### config.mk
export PLATFORM = sky130hd
export DESIGN_NAME = fifo_wr_arbiter
export DESIGN_NICKNAME = d
export VERILOG_FILES = /design/src/rtl/fifo_wr_arbiter.sv
export SDC_FILE = /design/constraint.sdc
export NUM_CORES = 1
export LEC_CHECK = 0
export ABC_AREA = 1
export ABC_CLOCK_PERIOD_IN_PS = 3300
export BUFFER_PORTS_ARGS = -buffer_cell sky130_fd_sc_hd__clkbuf_2
export CORE_UTILIZATION = 41
export DETAILED_ROUTE_END_ITERATION = 8
export PLACE_DENSITY = 0.81
export SKIP_CTS_REPAIR_TIMING = 1
export SYNTH_ARGS = -nofsm -noshare
export SYNTH_HDL_FRONTEND = slang
export SYNTH_SLANG_ARGS = --single-unit
export TNS_END_PERCENT = 5
### constraint.sdc
create_clock -name clk -period 3.3 [get_ports clk]
set_input_delay 0.495 -clock clk [delete_from_list [all_inputs] [get_ports clk]]
set_output_delay 0.495 -clock clk [all_outputs]
set_load 0.02 [all_outputs]
### src/rtl/fifo_wr_arbiter.sv
// ============================================================================
// Module      : fifo_wr_arbiter
// Description : Round-robin arbiter sharing the single write port of a FIFO
//               among NUM_REQ producers. One registered write per grant;
//               FIFO free space is tracked with a credit counter so a write
//               is never issued into a full FIFO.
//               Optional protocol checker enabled by macro ARB_ERR_CHK_EN.
// Revision    : 1.0 - initial release
// ============================================================================
`default_nettype none

module fifo_wr_arbiter #(
  parameter int NUM_REQ    = 4,
  parameter int FIFO_WIDTH = 16,
  parameter int FIFO_DEPTH = 8,
  localparam int CW        = $clog2(FIFO_DEPTH + 1)
) (
  input  logic                          clk,
  input  logic                          rst_n,
  input  logic [NUM_REQ-1:0]            req_i,
  input  logic [NUM_REQ*FIFO_WIDTH-1:0] req_data_i,
  output logic [NUM_REQ-1:0]            gnt_o,
  output logic                          fifo_wr_en_o,
  output logic [FIFO_WIDTH-1:0]         fifo_data_in_o,
  input  logic                          fifo_rd_en_i,
  input  logic                          fifo_empty_i,
  input  logic                          fifo_wr_ack_i,
  input  logic                          fifo_overflow_i,
  output logic [CW-1:0]                 credits_o,
  output logic                          err_o
);

  localparam int            PW           = $clog2(NUM_REQ);
  localparam logic [CW-1:0] c_CREDIT_MAX = CW'(FIFO_DEPTH);
  localparam logic [CW-1:0] c_CREDIT_ONE = CW'(1);
  localparam logic [PW-1:0] c_PTR_RST    = PW'(NUM_REQ - 1);

  // Registered state
  logic [NUM_REQ-1:0]    gnt_q,      gnt_d;
  logic                  wr_en_q,    wr_en_d;
  logic [FIFO_WIDTH-1:0] data_q,     data_d;
  logic [CW-1:0]         credits_q,  credits_d;
  logic [PW-1:0]         last_ptr_q, last_ptr_d;

  // Arbitration wires
  logic [NUM_REQ-1:0]    w_elig;
  logic                  w_found;
  logic [PW-1:0]         w_pick;
  logic [PW-1:0]         w_cand;
  int                    w_idx;
  logic                  w_issue;
  logic                  w_inc;
  logic                  w_sat_inc;

  // Round-robin search: first eligible producer after last_ptr, wrapping.
  // A producer granted this cycle is masked so it cannot be granted twice
  // before it has seen its gnt pulse and updated req/data.
  always_comb begin
    w_elig  = req_i & ~gnt_q;
    w_found = 1'b0;
    w_pick  = last_ptr_q;
    w_cand  = '0;
    w_idx   = 0;
    for (int off = 1; off <= NUM_REQ; off++) begin
      w_idx = int'(last_ptr_q) + off;
      if (w_idx >= NUM_REQ) begin
        w_idx = w_idx - NUM_REQ;
      end
      w_cand = PW'(w_idx);
      if (!w_found && w_elig[w_cand]) begin
        w_found = 1'b1;
        w_pick  = w_cand;
      end
    end
  end

  // Credit events sampled at this edge: a write consumes one entry, a real
  // read (not on an empty FIFO) frees one.
  always_comb begin
    w_issue   = w_found && (credits_q != '0);
    w_inc     = fifo_rd_en_i && !fifo_empty_i;
    w_sat_inc = w_inc && !w_issue && (credits_q == c_CREDIT_MAX);
  end

  // Next-state for grant, write port and pointer.
  always_comb begin
    gnt_d      = '0;
    wr_en_d    = 1'b0;
    data_d     = data_q;
    last_ptr_d = last_ptr_q;
    if (w_issue) begin
      gnt_d      = NUM_REQ'(1) << w_pick;
      wr_en_d    = 1'b1;
      data_d     = req_data_i[int'(w_pick)*FIFO_WIDTH +: FIFO_WIDTH];
      last_ptr_d = w_pick;
    end
  end

  // Next-state for the credit counter; simultaneous write and read cancel,
  // an increment while already full saturates.
  always_comb begin
    credits_d = credits_q;
    case ({w_inc, w_issue})
      2'b01:   credits_d = credits_q - c_CREDIT_ONE;
      2'b10:   if (credits_q != c_CREDIT_MAX) credits_d = credits_q + c_CREDIT_ONE;
      default: credits_d = credits_q;
    endcase
  end

  // State register; reset aborts any write or grant in flight.
  always_ff @(posedge clk or negedge rst_n) begin
    if (!rst_n) begin
      gnt_q      <= '0;
      wr_en_q    <= 1'b0;
      data_q     <= '0;
      credits_q  <= c_CREDIT_MAX;
      last_ptr_q <= c_PTR_RST;
    end else begin
      gnt_q      <= gnt_d;
      wr_en_q    <= wr_en_d;
      data_q     <= data_d;
      credits_q  <= credits_d;
      last_ptr_q <= last_ptr_d;
    end
  end

  assign gnt_o          = gnt_q;
  assign fifo_wr_en_o   = wr_en_q;
  assign fifo_data_in_o = data_q;
  assign credits_o      = credits_q;

`ifdef ARB_ERR_CHK_EN
  // The FIFO acknowledges one cycle after it captures the word, so the ack
  // is checked against the write enable of the cycle before the one ending.
  logic wr_prev_q, wr_prev_d;
  logic err_q,     err_d;

  // Sticky error: overflow, missing ack, or a read freeing a slot when
  // the arbiter already believes the FIFO is empty.
  always_comb begin
    wr_prev_d = wr_en_q;
    err_d     = err_q;
    if (fifo_overflow_i || (wr_prev_q && !fifo_wr_ack_i) || w_sat_inc) begin
      err_d = 1'b1;
    end
  end

  // Checker state register.
  always_ff @(posedge clk or negedge rst_n) begin
    if (!rst_n) begin
      wr_prev_q <= 1'b0;
      err_q     <= 1'b0;
    end else begin
      wr_prev_q <= wr_prev_d;
      err_q     <= err_d;
    end
  end

  assign err_o = err_q;
`else
  // Checker not built; its inputs are intentionally left unconsumed.
  logic w_unused_chk;
  assign w_unused_chk = fifo_wr_ack_i ^ fifo_overflow_i ^ w_sat_inc;
  assign err_o        = 1'b0;
`endif

endmodule

`default_nettype wire
; After elaboration in Yosys (flattened, before gate mapping)
; Cells that the tools add are included.
[totals]
regBits = 27
output_inout_bits = 26
wordCells = 67
[classes]
addsub = 10
n_lt_le_gt_ge = 8
eq_ne = 4
shift = 2
muxes = 24
bitwise_logic = 2
reduce_logical = 12
[op_table]
columns = operator, n
row1 = $shiftx 64x7->16, 1
row2 = $mux 2, 8
row3 = $lt 2x3->1 const B, 4
row4 = $ge 3x3->1 const B, 3
row5 = $mux 1, 9
row6 = $bmux 1 s2, 4
row7 = $mux 4, 2
row8 = $pmux 4 s2, 1
row9 = $sub 2x1->2 const B, 4
row10 = $add 2x2->3 const B, 2
row11 = $logic_and 1x1->1, 5
row12 = $add 2x3->4 const B, 1
row13 = $add 4x1->4 const B, 1
row14 = $and 4x4->4, 1
row15 = $ge 4x3->1 const B, 1
row16 = $logic_not 1->1, 4
row17 = $ne 4x4->1 const B, 1
row18 = $not 4->4, 1
row19 = $reduce_bool 4->1, 1
row20 = $shl 1x2->4 const A, 1
row21 = $sub 4x1->4 const B, 1
row22 = $add 2x1->3 const B, 1
row23 = $eq 2x1->1 const B, 1
row24 = $eq 2x2->1 const B, 1
row25 = other kinds (3), 3

; Depth between registers and ports, before layout
[depth]
depth_word = 19
mapped_depth = 23
mapped_depth_nobuf = 20

; Least setup slack after synthesis
; OpenSTA, ideal clock, no wires.
[synth_timing]
path_type = register -> register
from = reg last_ptr_q[0]
to = reg credits_q[3], in the netlist credits_o[3]
setup_ps = 58
arrival_ps = 2644
t_required_ps = 3242
setup_slack_ps = 598
stages_incl_launch_ff = 23
n_path_buf = 3
synth_period_minus_slack_ps = 2702
path_cell_list = dfstp_2 > buf_6 > inv_2 > buf_6 > nand3_1 > nand3_1 > nand2_2 > nand2_1 > inv_2 > nand2_1 > nand2_2 > clkbuf_1 > nand2_1 > ha_1 > nand2_1 > nand2_1 > a31oi_1 > inv_1 > nand4_1 > nand2_1 > nand2_1 > nand2_1 > inv_1
[synth_between]
elab_chain_len = 19
word_cells_on_any_way = 41
classes_between = add/sub (8) / order compare (4) / eq/ne (3) / mux (17) / reduce/logical (9)
[synth_rtl]
columns = element, line_no
row1 = "start, declared", 43  ; logic [PW-1:0] last_ptr_q, last_ptr_d;
row2 = "start signal, assigned", 117  ; last_ptr_q <= c_PTR_RST;
row3 = "start signal, assigned", 123  ; last_ptr_q <= last_ptr_d;
row4 = $add 2x1->3, 65  ; w_idx = int'(last_ptr_q) + off;
row5 = $ge 3x3->1 or $sub 2x1->2 (tied branches), "66, 67"
row6 = $mux 2, 66  ; if (w_idx >= NUM_REQ) begin
row7 = $bmux 1 s2, 70  ; if (!w_found && w_elig[w_cand]) begin
row8 = $mux 1 (not written as such), 70
row9 = $mux 1, 70
row10 = $logic_not 1->1, 70
row11 = $logic_and 1x1->1, 70
row12 = [... 3 more ...], n/a
row13 = $mux 1, 70
row14 = $logic_not 1->1, 70
row15 = $logic_and 1x1->1, 70
row16 = $mux 1 *, 70
row17 = $logic_and 1x1->1 *, 80  ; w_issue = w_found && (credits_q != '0);
row18 = $eq 2x2->1 or $eq 2x1->1 (tied branches), 103  ; case ({w_inc, w_issue})
row19 = $ne 2x2->1 (no source line) or $reduce_bool 2->1 (tied branches), n/a
row20 = $reduce_and 2->1 (no source line), n/a
row21 = "end signal, assigned", 116  ; credits_q <= c_CREDIT_MAX;
row22 = "end signal, assigned", 122  ; credits_q <= credits_d;
row23 = "end, declared", 42  ; logic [CW-1:0] credits_q, credits_d;
; Every way passes the cells marked *; elsewhere a longest branch is shown, timed or not. The select of a mux whose other input is x is not followed.
; A chain may end at the register's enable or synchronous reset.

; Worst setup path after layout
; Ends and elaborated chain as after synthesis.

==> reports/qor.yml <==
finish:
  multi_input_area_um2: 1230
  finalInstanceArea_um2: 2620
  regArea_um2: 679
  fin_nets: 504
  fillCellCount: 517
  antenna_cells: 0
  area_delta_synth_final_pct: 22.9
  mostFrequentLayoutCells: "nand2_1 (164), clkbuf_2 (96), nand3_1 (84)"
  layout_commonest_cell: "nand2_1"
  drive_above_1_share_pct: 27.2
clock_network:
  tritoncts.num_buffers: 3
  htreeDepth: 1
  clk_pin_slew_ns: 0.10
  clk_latency_ns: 0.27
  cts.sinks: 27
  clockBufferDepth: 2
  tritoncts: "yes"
  ctsRootBufferMaster: "clkbuf_8"
worst_hold_path:
  hp-class: "primary input to asynchronous set/reset pin"
setup_path:
  critPathTopFamily: "simple AND/OR/NAND/NOR gates"
  criticalPathCategory: "flip-flop to flip-flop"
  cpMostUsedCell: "nand2_1"
  crit_fanout: 11
  critical_path_buf_inv_count: 4
  cp-end-kind: "flip-flop"
  start_kind: "flip-flop"
  cp.required_ns: 3.53
  cpPeakStageDelay_ns: 0.66
  worstPathCellList: "inv_2 > nand3_1 > nand3_1 > nand2_2 > nand2_1 > inv_2 > nand2_1 > nand2_2 > nand2_1 > ha_1 > nand2_1 > nand2_1 > a31oi_1 > inv_1 > nand4_1 > nand2_1 > nand2_1 > nand2_1 > inv_1"
  reg2reg_slack_ns: 0.68
  slowest_stage: "dfstp_2"
  arrival_ns: 2.85
yosys:
  syn_avg_cell_area_um2: 6.22
  synth.yosys.warnings: 0
  ys_types: 23
  seq_area_frac_synth_pct: 31.8
  ys_ff_latch: 27
  synth_area_um2: 2130
  synth.net_count: 420
  synthCells: 343
sta:
  worstMarginPinSlew_ns: 0.668
  maxSlewViolCount: 0
  period_minus_slack_ns: 2.62
  relSlewSlack_pct: 55.4
  setup_violations: 0
  timing.fmax_mhz: 381
  hold_viol: 0
  rsz0062_at_grt: "false"
  fin_tns_setup_ns: 0
  fin_worst_skew_ns: 0.00763
  fin_crit_sh_pct: 79.5
die:
  start_util_pct: 43.7
  fp.dieW_um: 74.2
  ios: 100
  dieArea_um2: 5500
  die_y_um: 74.2
  fp-row-count: 25
  core_area_um2: 4880
place:
  dpl.hpwl_mm: 4.38
  place.gp.congestion: 0.832
  numPortBuffers: 96
  placed_area_um2: 2580
global_routing:
  gr-usage-met1_pct: 29.4
  grt_overflow: 0
  grt_pass1_vias: 2259
  grt_max_degree: 34
  met2_usage_pct: 39.1
  grtUsageMet3_pct: 3.52
  grt_pass1_wl_mm: 9.81
  antenna_found_initial: 0
  grt.total_usage_pct: 23.0
  top_usage_layer: "met2"
route:
  detail-route-antenna-nets: 0
  wl_per_cell_um: 11.9
  avgViaCountPerCell: 5.03
  routed-via-count: 2479
  routed_wl_mm: 5.88
  first_pass_iters: 4
  first_iter_violations: 127
  drc: 0
run_status:
  status: "completed"
job:
  drv_cap: 0
final timing paths:
check / from / to / depth (start not counted)
worst min-delay path: rst_n / credits_o[0]$_DFFE_PN0P_ / 1
min in group clk: fifo_data_in_o[15]$_DFFE_PN0P_ / fifo_data_in_o[15]$_DFFE_PN0P_ / 2
worst max-delay path: last_ptr_q[0]$_DFFE_PN1P_ / credits_o[3]$_DFFE_PN1P_ / 19
max in group asynchronous: rst_n / fifo_data_in_o[8]$_DFFE_PN0P_ / 1
worst min register to register: fifo_data_in_o[15]$_DFFE_PN0P_ / fifo_data_in_o[15]$_DFFE_PN0P_ / 2
worst max register to register: last_ptr_q[0]$_DFFE_PN1P_ / credits_o[3]$_DFFE_PN1P_ / 19
cells by family after synthesis:
group           Yosys count  share of synthesized area (%)
compound gates            6                           1.64
xor+xnor                  2                          0.821
fa+ha+maj                 3                           2.11
buf+inv                  40                           10.4
flops                    27                           31.8
other cells               1                          0.176
simple gates            264                           53.0
registers in the layout, indices dropped and copies added (netlist names):
| signal | flops |
|---|---|
| credits_o | 4 |
| fifo_data_in_o | 16 |
| fifo_wr_en_o | 1 |
| last_ptr_q | 2 |
| gnt_o | 4 |
synthesized netlist by cell type:
master | number | area, um2
a21oi_1 | 1 | 5.00
a31oi_1 | 1 | 6.26
buf_2 | 9 | 45.0
buf_4 | 6 | 45.0
buf_6 | 5 | 56.3
clkbuf_1 | 1 | 3.75
conb_1 | 1 | 3.75
dfrtp_1 | 24 | 601
dfstp_2 | 3 | 78.8
fa_1 | 1 | 20.0
ha_1 | 2 | 25.0
inv_1 | 17 | 63.8
inv_2 | 2 | 7.51
nand2_1 | 164 | 616
nand2_2 | 5 | 31.3
nand2_4 | 2 | 22.5
nand3_1 | 84 | 420
nand4_1 | 3 | 18.8
nor2_1 | 5 | 18.8
nor3_1 | 1 | 5.00
o21ai_0 | 3 | 15.0
o21ai_2 | 1 | 8.76
xor2_1 | 2 | 17.5
per-stage QoR:
stage / setup slack [ns] / cells / utilization, % / hold slack, ns
after CTS: 0.699 / 493 / 53.8 / 0.265
after global routing: 0.412 / 493 / 53.8 / 0.300
after detailed placement: 0.714 / 489 / 52.8 / 0.464
after floorplan: 0.598 / 343 / - / 0.199
final: 0.676 / 493 / 53.8 / 0.240
after global placement: 0.850 / 489 / 52.8 / 0.466
cell type report:
class	count	share of cell area, %
Clock buffer	4	1.72
Inverter	19	2.72
Multi-Input combinational cell	276	47.0
Sequential cell	27	25.9
Tap cell	67	3.20
Timing Repair Buffer	100	19.5
routing by layer:
layer / wire [um] / vias up / share of wire, %
met1: 2550 / 1117 / 43
met5: 0 / - / 0
met3: 294 / 12 / 5.0
met2: 2930 / 93 / 50
li1: - / 1257 / -
met4: 109 / 0 / 1.9
Power is left out: the tool's default activity adds up to more than one toggle a clock period on the data nets, which glitch-free logic cannot reach.
